$ cat config.mk
export PLATFORM = sky130hd
export DESIGN_NAME = uart_rx
export DESIGN_NICKNAME = d
export VERILOG_FILES = /design/src/rtl/uart_pkg.sv /design/src/rtl/rx_sync2.sv /design/src/rtl/uart_rx.sv
export SDC_FILE = /design/constraint.sdc
export NUM_CORES = 1
export LEC_CHECK = 0
export CORE_UTILIZATION = 57
export CTS_CLUSTER_SIZE = 25
export DETAILED_ROUTE_END_ITERATION = 8
export GPL_TIMING_DRIVEN = 0
export PLACE_DENSITY = 0.89
export SLEW_MARGIN = 10
export SYNTH_ARGS = -nofsm -noshare
export SYNTH_HDL_FRONTEND = slang
export SYNTH_SLANG_ARGS = --single-unit
$ cat constraint.sdc
create_clock -name clk -period 2.6 [get_ports clk]
set_input_delay 0.52 -clock clk [delete_from_list [all_inputs] [get_ports clk]]
set_output_delay 0.52 -clock clk [all_outputs]
set_load 0.1 [all_outputs]
$ cat src/rtl/uart_pkg.sv
// UART shared definitions: receiver FSM states, frame limits,
// default bit-timer width and parity-sense encodings.
package uart_pkg;

  typedef enum logic [1:0] {
    IDLE,
    START,
    DATA,
    STOP
  } rx_state_e;

  // start + 8 data + parity + stop
  localparam int UART_MAX_BITS = 11;
  localparam int UART_CW       = $clog2(UART_MAX_BITS);
  localparam int UART_KW       = 19;

  localparam logic PAR_ODD  = 1'b1;
  localparam logic PAR_EVEN = 1'b0;

endpackage

$ cat src/rtl/rx_sync2.sv
// Two-flop synchroniser for the idle-high serial line.
// Ports: clk, rst (async, active-high, sets to 1), d in, q out.
module rx_sync2 (
  input  logic clk,
  input  logic rst,
  input  logic d,
  output logic q
);

  logic s1;

  always_ff @(posedge clk or posedge rst) begin
    if (rst) begin
      s1 <= 1'b1;
      q  <= 1'b1;
    end else begin
      s1 <= d;
      q  <= s1;
    end
  end

endmodule

$ cat src/rtl/uart_rx.sv
// UART receiver: 7/8 data bits, optional parity, one stop bit.
// Ports: clk, rst, rx line, baud_k/eight/pen/ohel config, rd_ack;
//        data, rdy, perr, ferr, ovf status to the host.
module uart_rx
  import uart_pkg::*;
#(
  parameter int KW = UART_KW
) (
  input  logic          clk,
  input  logic          rst,
  input  logic          rx,
  input  logic [KW-1:0] baud_k,
  input  logic          eight,
  input  logic          pen,
  input  logic          ohel,
  input  logic          rd_ack,
  output logic [7:0]    data,
  output logic          rdy,
  output logic          perr,
  output logic          ferr,
  output logic          ovf
);

  rx_state_e state_q, state_d;

  logic               rx_s;
  logic               rx_d;
  logic [KW-1:0]      tmr_q;
  logic [KW-1:0]      k_q;
  logic [UART_CW-1:0] cnt_q;
  logic [UART_CW-1:0] last;
  logic [8:0]         sh_q;
  logic               eight_q;
  logic               pen_q;
  logic               odd_q;
  logic               tick;
  logic               fall;
  logic               done;
  logic [7:0]         bits;
  logic               par;
  logic               par_exp;

  rx_sync2 u_sync (
    .clk (clk),
    .rst (rst),
    .d   (rx),
    .q   (rx_s)
  );

  assign tick = (tmr_q == KW'(1));

  // rx_d only sees a 1->0 step once the line has been
  // high, so a held-low break cannot retrigger.
  assign fall = rx_d & ~rx_s;

  // index of the final data/parity sample
  assign last = UART_CW'(6)
              + UART_CW'(eight_q)
              + UART_CW'(pen_q);

  assign bits = eight_q ? sh_q[7:0]
                        : {1'b0, sh_q[6:0]};
  assign par  = eight_q ? sh_q[8] : sh_q[7];

  assign par_exp = ^bits ^ (odd_q == PAR_ODD);

  always_ff @(posedge clk or posedge rst) begin
    if (rst) state_q <= IDLE;
    else     state_q <= state_d;
  end

  always_comb begin
    state_d = state_q;
    done    = 1'b0;
    unique case (state_q)
      IDLE: begin
        if (fall) state_d = START;
      end
      START: begin
        if (tick) state_d = rx_s ? IDLE : DATA;
      end
      DATA: begin
        if (tick && cnt_q == last) state_d = STOP;
      end
      STOP: begin
        if (tick) begin
          state_d = IDLE;
          done    = 1'b1;
        end
      end
      default: state_d = IDLE;
    endcase
  end

  always_ff @(posedge clk or posedge rst) begin
    if (rst) begin
      rx_d    <= 1'b1;
      tmr_q   <= '0;
      k_q     <= '0;
      cnt_q   <= '0;
      sh_q    <= '0;
      eight_q <= 1'b0;
      pen_q   <= 1'b0;
      odd_q   <= 1'b0;
      data    <= '0;
      rdy     <= 1'b0;
      perr    <= 1'b0;
      ferr    <= 1'b0;
      ovf     <= 1'b0;
    end else begin
      rx_d <= rx_s;

      if (state_q == IDLE) begin
        if (fall) begin
          eight_q <= eight;
          pen_q   <= pen;
          odd_q   <= ohel;
          k_q     <= baud_k;
          tmr_q   <= baud_k >> 1;
        end
      end else if (tick) begin
        tmr_q <= k_q;
      end else begin
        tmr_q <= tmr_q - KW'(1);
      end

      if (state_q == START && tick)
        cnt_q <= '0;

      if (state_q == DATA && tick) begin
        sh_q[cnt_q] <= rx_s;
        cnt_q       <= cnt_q + UART_CW'(1);
      end

      // completion beats a coincident rd_ack
      if (done) begin
        data <= bits;
        perr <= pen_q & (par != par_exp);
        ferr <= ~rx_s;
        rdy  <= 1'b1;
        ovf  <= ~rd_ack & (ovf | rdy);
      end else if (rd_ack) begin
        rdy <= 1'b0;
        ovf <= 1'b0;
      end
    end
  end

endmodule

==> summary.md, run 1 <==
| Metric | Value |
|---|---|
| Run status | finished clean |
| Die width | 83.8 µm |
| Layout cell share with drive strength beyond 1 | 0.187 |
| Routed wire length on met2 | 4190 µm |
| Height of the chip | 83.8 µm |
| Clk Tree Root Cell | clkbuf_8 |
| Port Buffers | 37 |
| Setup crit end kind | primary output |
| Reported leakage power | 1.95 nW |
| Async set-or-reset flop fraction in the synthesized netlist | 1.00 |
| Number of global-route vias before repair | 3033 |
| Maximum number of pins on one net before global-route repair | 66 |
| Post-layout min period | 2.41 ns |
| Post-CTS Resized | 0 |
| Aggregate negative setup slack | 0 ns |
| Startpoint of the lowest-slack hold path | u_sync.s1 |
| Number of distinct library cells after synthesis | 46 |
| Number of hold violations in the final report | 0 |
| Cts hold-fix bufs | 0 |
| Syn Area/Cell | 10.4 µm² |
| Max Slew Vio Count | 0 |
| Number of I/O pins | 38 |
| Clock H-tree levels | 3 |
| Most area-hungry cell type in the Yosys netlist | dfrtp_1 |
| Netlist area before placement | 3810 µm² |
| Core Rows | 29 |
| Deepest clock path buffer count | 2 |
| CTS tree | built |
| Worst setup path category | reg -> out |
| Longest individual stage delay on the worst path | 1.14 ns |
| Data arrival time of the critical path | 1.89 ns |
| Actual transition at the worst max-transition pin | 0.973 ns |
| Worst IR Drop VDD | 501 µV |
| Post-layout net count | 450 |
| Area contributors post-synth | dfrtp_1 (45%), mux2_2 (12%), nand2_1 (4.8%), mux2i_1 (4.5%), o21ai_0 (3.8%) |
| Final-report setup violation count | 0 |
| CTS sink count | 71 |
| Uppermost layer routed | met4 |
| Type of origin of the critical path | register |
| Worst setup path start | rdy |
| Flop and latch count out of synthesis | 71 |
| Met3 layer wire length in the routed design | 540 µm |
| Most used DFF post-synth | dfrtp_1 |
| CP max stage cell | clkdlybuf4s50_1 |
| Category of cells accounting for the largest share of critical-path delay | buffers and inverters |
| First-pass GRT wire length | 14800 µm |
| Full die area | 7020 µm² |
| Diode count | 0 |
| Power density relative to cell area | 752 nW/µm² |
| Clock input transition at the sequential cells of the worst setup and hold paths | 0.09 ns |
| Clock buffer count from CTS | 9 |
| Net count after synthesis | 401 |
| Worst-case clock skew | 0.0120 ns |
| First-iteration detailed-routing DRC count | 360 |
| Period Utilization, post-route | 0.926 |
| Final estimated routing congestion in global placement | 0.862 |
| Post-DR vias/cell | 6.17 |
| Worst reg-to-reg setup slack | 0.20 ns |
| Crit path max fanout | 3 |
| Total power of the final layout | 0.00339 W |
| Length of the first detailed-routing pass in iterations | 5 |
| Max Clock Freq | 416 MHz |
| Worst-skew pair later-pin latency | 0.36 ns |
| Post-synth top area share | 0.446 |
| Number of vias in the routed layout | 3081 |
| Synth Instances | 368 |
| Number of max-capacitance violations reported | 0 |
| Cell area reported after detailed placement | 4310 µm² |
| GRT Util Overall | 0.273 |
| Buffers and inverters on the worst path | 1 |
| Half-perimeter wire length of the detailed placement result | 5850 µm |
| Placeable core area | 6390 µm² |
| Buffer count from post-CTS setup fixing | 0 |
| Reg-to-Reg Start | tmr_q[1] |
| Most instantiated cells after synthesis | dfrtp_1 (68), nand2_1 (49), mux2_2 (40) |
| Cell with the most instances after synthesis | dfrtp_1 |
| Layout Utilization | 0.706 |
| Remaining global-route overflow | 0 |
| Initial core utilization | 0.597 |
| Post-detailed-routing wire length | 8850 µm |
| Number of antenna violations at the first check in global routing | 0 |
| Design Area, Final | 4510 µm² |
| Total DRC errors in the routed layout | 0 |
| CP cell instances | clkdlybuf4s50_1 |
| Length of routed wiring on met1 | 3800 µm |
| EDFF count, synth | 0 |
| Number of nets with antenna violations after detailed routing | 0 |
| YS warnings | 0 |
| Sequential area share after synthesis | 0.467 |
| Slew headroom | 0.349 |
| Routed len/inst | 17.7 µm |
| Hold/Removal Path Class | reg -> reg |
| Synth-to-layout area growth | 18.2% |
| Required time at the endpoint of the critical path | 2.08 ns |
| RSZ-0062 raised after global routing | false |
power by group:
group	switching, W	total [W]	leakage, nW	internal [W]
registers	0.000272	0.00159	0.913	0.00132
logic	0.000461	0.000893	0.952	0.000432
clock network	0.000461	0.000909	0.0891	0.000448
total	0.00119	0.00339	1.95	0.00220
cell type report:
type / instances / area [µm²]
Buffer: 18 / 96.3
Inverter: 10 / 40.0
Timing Repair Buffer: 38 / 398
Clock buffer: 10 / 128
Fill cell: 432 / 1880
Multi-Input combinational cell: 269 / 1900
Clock inverter: 6 / 70.1
Tap cell: 77 / 96.3
Sequential cell: 71 / 1780
layer usage:
metal / track usage / vias to the layer above
met5: 0 / -
met4: 0.163 / 0
met3: 0.0584 / 37
met2: 0.420 / 118
met1: 0.356 / 1511
li1: - / 1415
kinds of logic after synthesis:
family | synth area share
AO/OA/AOI/OAI | 0.105
XOR/XNOR | 0.0391
adder cells (fa/ha/maj) | 0.0230
buffers and inverters | 0.0351
flip-flops | 0.467
multiplexers | 0.163
AND/OR/NAND/NOR | 0.168
cells in the final DEF, fill, tap and decap left out, types with 3 or more instances in the layout:
cell type	instances
buf_2	5
inv_1	9
nand2_1	49
ha_1	7
nor2b_1	3
dfrtp_1	68
clkdlybuf4s50_1	37
mux2_2	40
nor3_2	3
nor3_1	6
xnor2_1	12
nand3_1	11
o221ai_1	4
mux2i_1	17
nand4_1	11
nor2_1	24
clkbuf_8	9
clkbuf_1	11
dfstp_2	3
xor2_1	5
or3_1	3
a21oi_1	6
o31ai_1	3
o22ai_1	6
o211ai_1	4
clkinvlp_4	3
o21ai_0	29
sequential cells by signal, summed over array words and instances, names as in the netlist, 4 cells and up, named ones only:
signal  flops
tmr_q      19
sh_q        9
data        8
k_q        19
cnt_q       4
worst paths after layout:
path                        endpoint  cells past startpoint
max                              rdy                      1
min                         u_sync.q                      0
max reg2reg                tmr_q[17]                      9
min reg2reg                 u_sync.q                      0
max in group asynchronous       rx_d                      3
min in group asynchronous        ovf                      2
per-stage QoR:
| step | instances | hold WS (ns) | worst slack, ns |
|---|---|---|---|
| 2_1_floorplan | 368 | 0.345 | 0.288 |
| 3_3_place_gp | 482 | 0.347 | -0.869 |
| 3_5_place_dp | 483 | 0.350 | 0.309 |
| 4_1_cts | 499 | 0.361 | 0.188 |
| 5_1_grt | 499 | 0.365 | 0.0785 |
| 6_report | 499 | 0.360 | 0.194 |
Power figures use the tool's default switching activity.
==> inputs of run 2 (changes only) <==
--- a/config.mk
+++ b/config.mk
@@ -6,10 +6,11 @@
 export NUM_CORES = 1
 export LEC_CHECK = 0
 export CORE_UTILIZATION = 57
-export CTS_CLUSTER_SIZE = 25
+export CTS_CLUSTER_SIZE = 16
 export DETAILED_ROUTE_END_ITERATION = 8
 export GPL_TIMING_DRIVEN = 0
 export PLACE_DENSITY = 0.89
+export SETUP_SLACK_MARGIN = 0.15
 export SLEW_MARGIN = 10
 export SYNTH_ARGS = -nofsm -noshare
 export SYNTH_HDL_FRONTEND = slang
==> summary.md, run 2 (synthesis results as in run 1) <==
| Metric | Value |
|---|---|
| Run status | finished clean |
| CP max stage cell | nor4_4 |
| Worst setup path category | reg -> reg |
| Placeable core area | 6390 µm² |
| Buffer count from post-CTS setup fixing | 0 |
| Worst-case clock skew | 0.0125 ns |
| Number of nets with antenna violations after detailed routing | 0 |
| Longest individual stage delay on the worst path | 0.55 ns |
| RSZ-0062 raised after global routing | false |
| Number of max-capacitance violations reported | 0 |
| Period Utilization, post-route | 0.917 |
| Clk Tree Root Cell | clkbuf_8 |
| Synth-to-layout area growth | 18.3% |
| Total DRC errors in the routed layout | 0 |
| Type of origin of the critical path | register |
| Full die area | 7020 µm² |
| Worst IR Drop VDD | 536 µV |
| Half-perimeter wire length of the detailed placement result | 5850 µm |
| Number of instances in the placed design | 483 |
| Aggregate negative setup slack | 0 ns |
| Number of I/O pins | 38 |
| First-pass GRT wire length | 14800 µm |
| Number of global-route vias before repair | 3033 |
| Remaining global-route overflow | 0 |
| Most frequent cells in the layout | dfrtp_1 (68), nand2_1 (48), mux2_2 (40), clkdlybuf4s50_1 (36), o21ai_0 (29) |
| CP cell instances | nor4_4 -> nand4_4 -> or2_1 -> buf_6 -> buf_8 -> o21ai_0 -> o22ai_1 |
| Power density relative to cell area | 750 nW/µm² |
| Worst reg-to-reg setup slack | 0.21 ns |
| Routed len/inst | 17.6 µm |
| Registers with the most flip-flops | k_q (19), tmr_q (19), sh_q (9) |
| Layout Cells excl Fill | 499 |
| Layout cell share with drive strength beyond 1 | 0.190 |
| Number of hold violations in the final report | 0 |
| Data arrival time of the critical path | 2.58 ns |
| Post-layout min period | 2.39 ns |
| Deepest clock path buffer count | 2 |
| Clock input transition at the sequential cells of the worst setup and hold paths | 0.09 ns |
| Hold/Removal Path Class | reg -> reg |
| CTS sink count | 71 |
| Buffers and inverters on the worst path | 2 |
| Setup slack after layout | 0.215 ns |
| Clock H-tree levels | 3 |
| Slew headroom | 0.348 |
| Final estimated routing congestion in global placement | 0.862 |
| Most common library cell in the layout ignoring fill and taps | dfrtp_1 |
| Initial core utilization | 0.597 |
| Post-layout net count | 450 |
| Number of vias in the routed layout | 3050 |
| Worst-skew pair later-pin latency | 0.36 ns |
| Core Rows | 29 |
| Length of the first detailed-routing pass in iterations | 5 |
| Setup crit end kind | register |
| Max Slew Vio Count | 0 |
| Category of cells accounting for the largest share of critical-path delay | simple AND/OR/NAND/NOR gates |
| First-iteration detailed-routing DRC count | 286 |
| Post-detailed-routing wire length | 8760 µm |
| Crit path max fanout | 10 |
| Height of the chip | 83.8 µm |
| Diode count | 0 |
| Maximum number of pins on one net before global-route repair | 66 |
| Number of antenna violations at the first check in global routing | 0 |
| Post-DR vias/cell | 6.11 |
| Die width | 83.8 µm |
| Actual transition at the worst max-transition pin | 0.974 ns |
| Final-report setup violation count | 0 |
| CTS tree | built |
| Required time at the endpoint of the critical path | 2.80 ns |
| Max Clock Freq | 419 MHz |
| Worst slack at placement | 0.309 ns |
| Port Buffers | 37 |
| GRT Util Overall | 0.273 |
| Reported leakage power | 1.97 nW |
| Clock buffer count from CTS | 9 |
## run 2: cell count changes in the layout (fill, tap and decap cells not counted), sizes merged
cell	previous run	this run
dlymetal6s2s	0	1
clkdlybuf4s50	37	36
## run 2: final timing paths
path / startpoint / to / cells after the start
min: u_sync.s1 / u_sync.q / 0
max reg2reg: tmr_q[7] / tmr_q[17] / 7
max in group asynchronous: rst / u_sync.q / 3
min in group asynchronous: rst / ovf / 2
max: tmr_q[7] / tmr_q[17] / 7
min reg2reg: u_sync.s1 / u_sync.q / 0
## run 2: where the power goes
part           internal (W)  total, W  leakage, nW  switching, W
Sequential          0.00132   0.00159        0.913      0.000272
Combinational      0.000433  0.000893        0.972      0.000460
Clock              0.000448  0.000902       0.0891      0.000454
Total               0.00220   0.00338         1.97       0.00119
## run 2: timing repair
item,4_1_cts,5_1_grt
setup endpoints to repair,0,14
hold buffers,0,0
gates resized for setup,0,2
## run 2: layout make-up
class | count | area (µm²)
Buffer | 18 | 96.3
Clock buffer | 10 | 128
Clock inverter | 6 | 70.1
Fill cell | 432 | 1870
Inverter | 10 | 40.0
Multi-Input combinational cell | 269 | 1900
Sequential cell | 71 | 1780
Tap cell | 77 | 96.3
Timing Repair Buffer | 38 | 400
## run 2: per-stage QoR
step	area, µm²	util	hold slack [ns]	power (W)
2_1_floorplan	3810	-	0.345	0.00221
3_3_place_gp	4280	0.670	0.347	0.00239
3_5_place_dp	4310	0.675	0.350	0.00246
4_1_cts	4510	0.706	0.361	0.00337
5_1_grt	4510	0.707	0.365	0.00358
6_report	4510	0.707	0.359	0.00338
## run 2: routing by layer
| metal | routed length [µm] | vias up | track usage | part of all wire |
|---|---|---|---|---|
| met4 | 294 | 0 | 0.163 | 0.034 |
| met3 | 517 | 28 | 0.0584 | 0.059 |
| met2 | 4120 | 110 | 0.420 | 0.47 |
| met5 | 0 | - | 0 | 0 |
| met1 | 3820 | 1497 | 0.356 | 0.44 |
| li1 | - | 1415 | - | - |
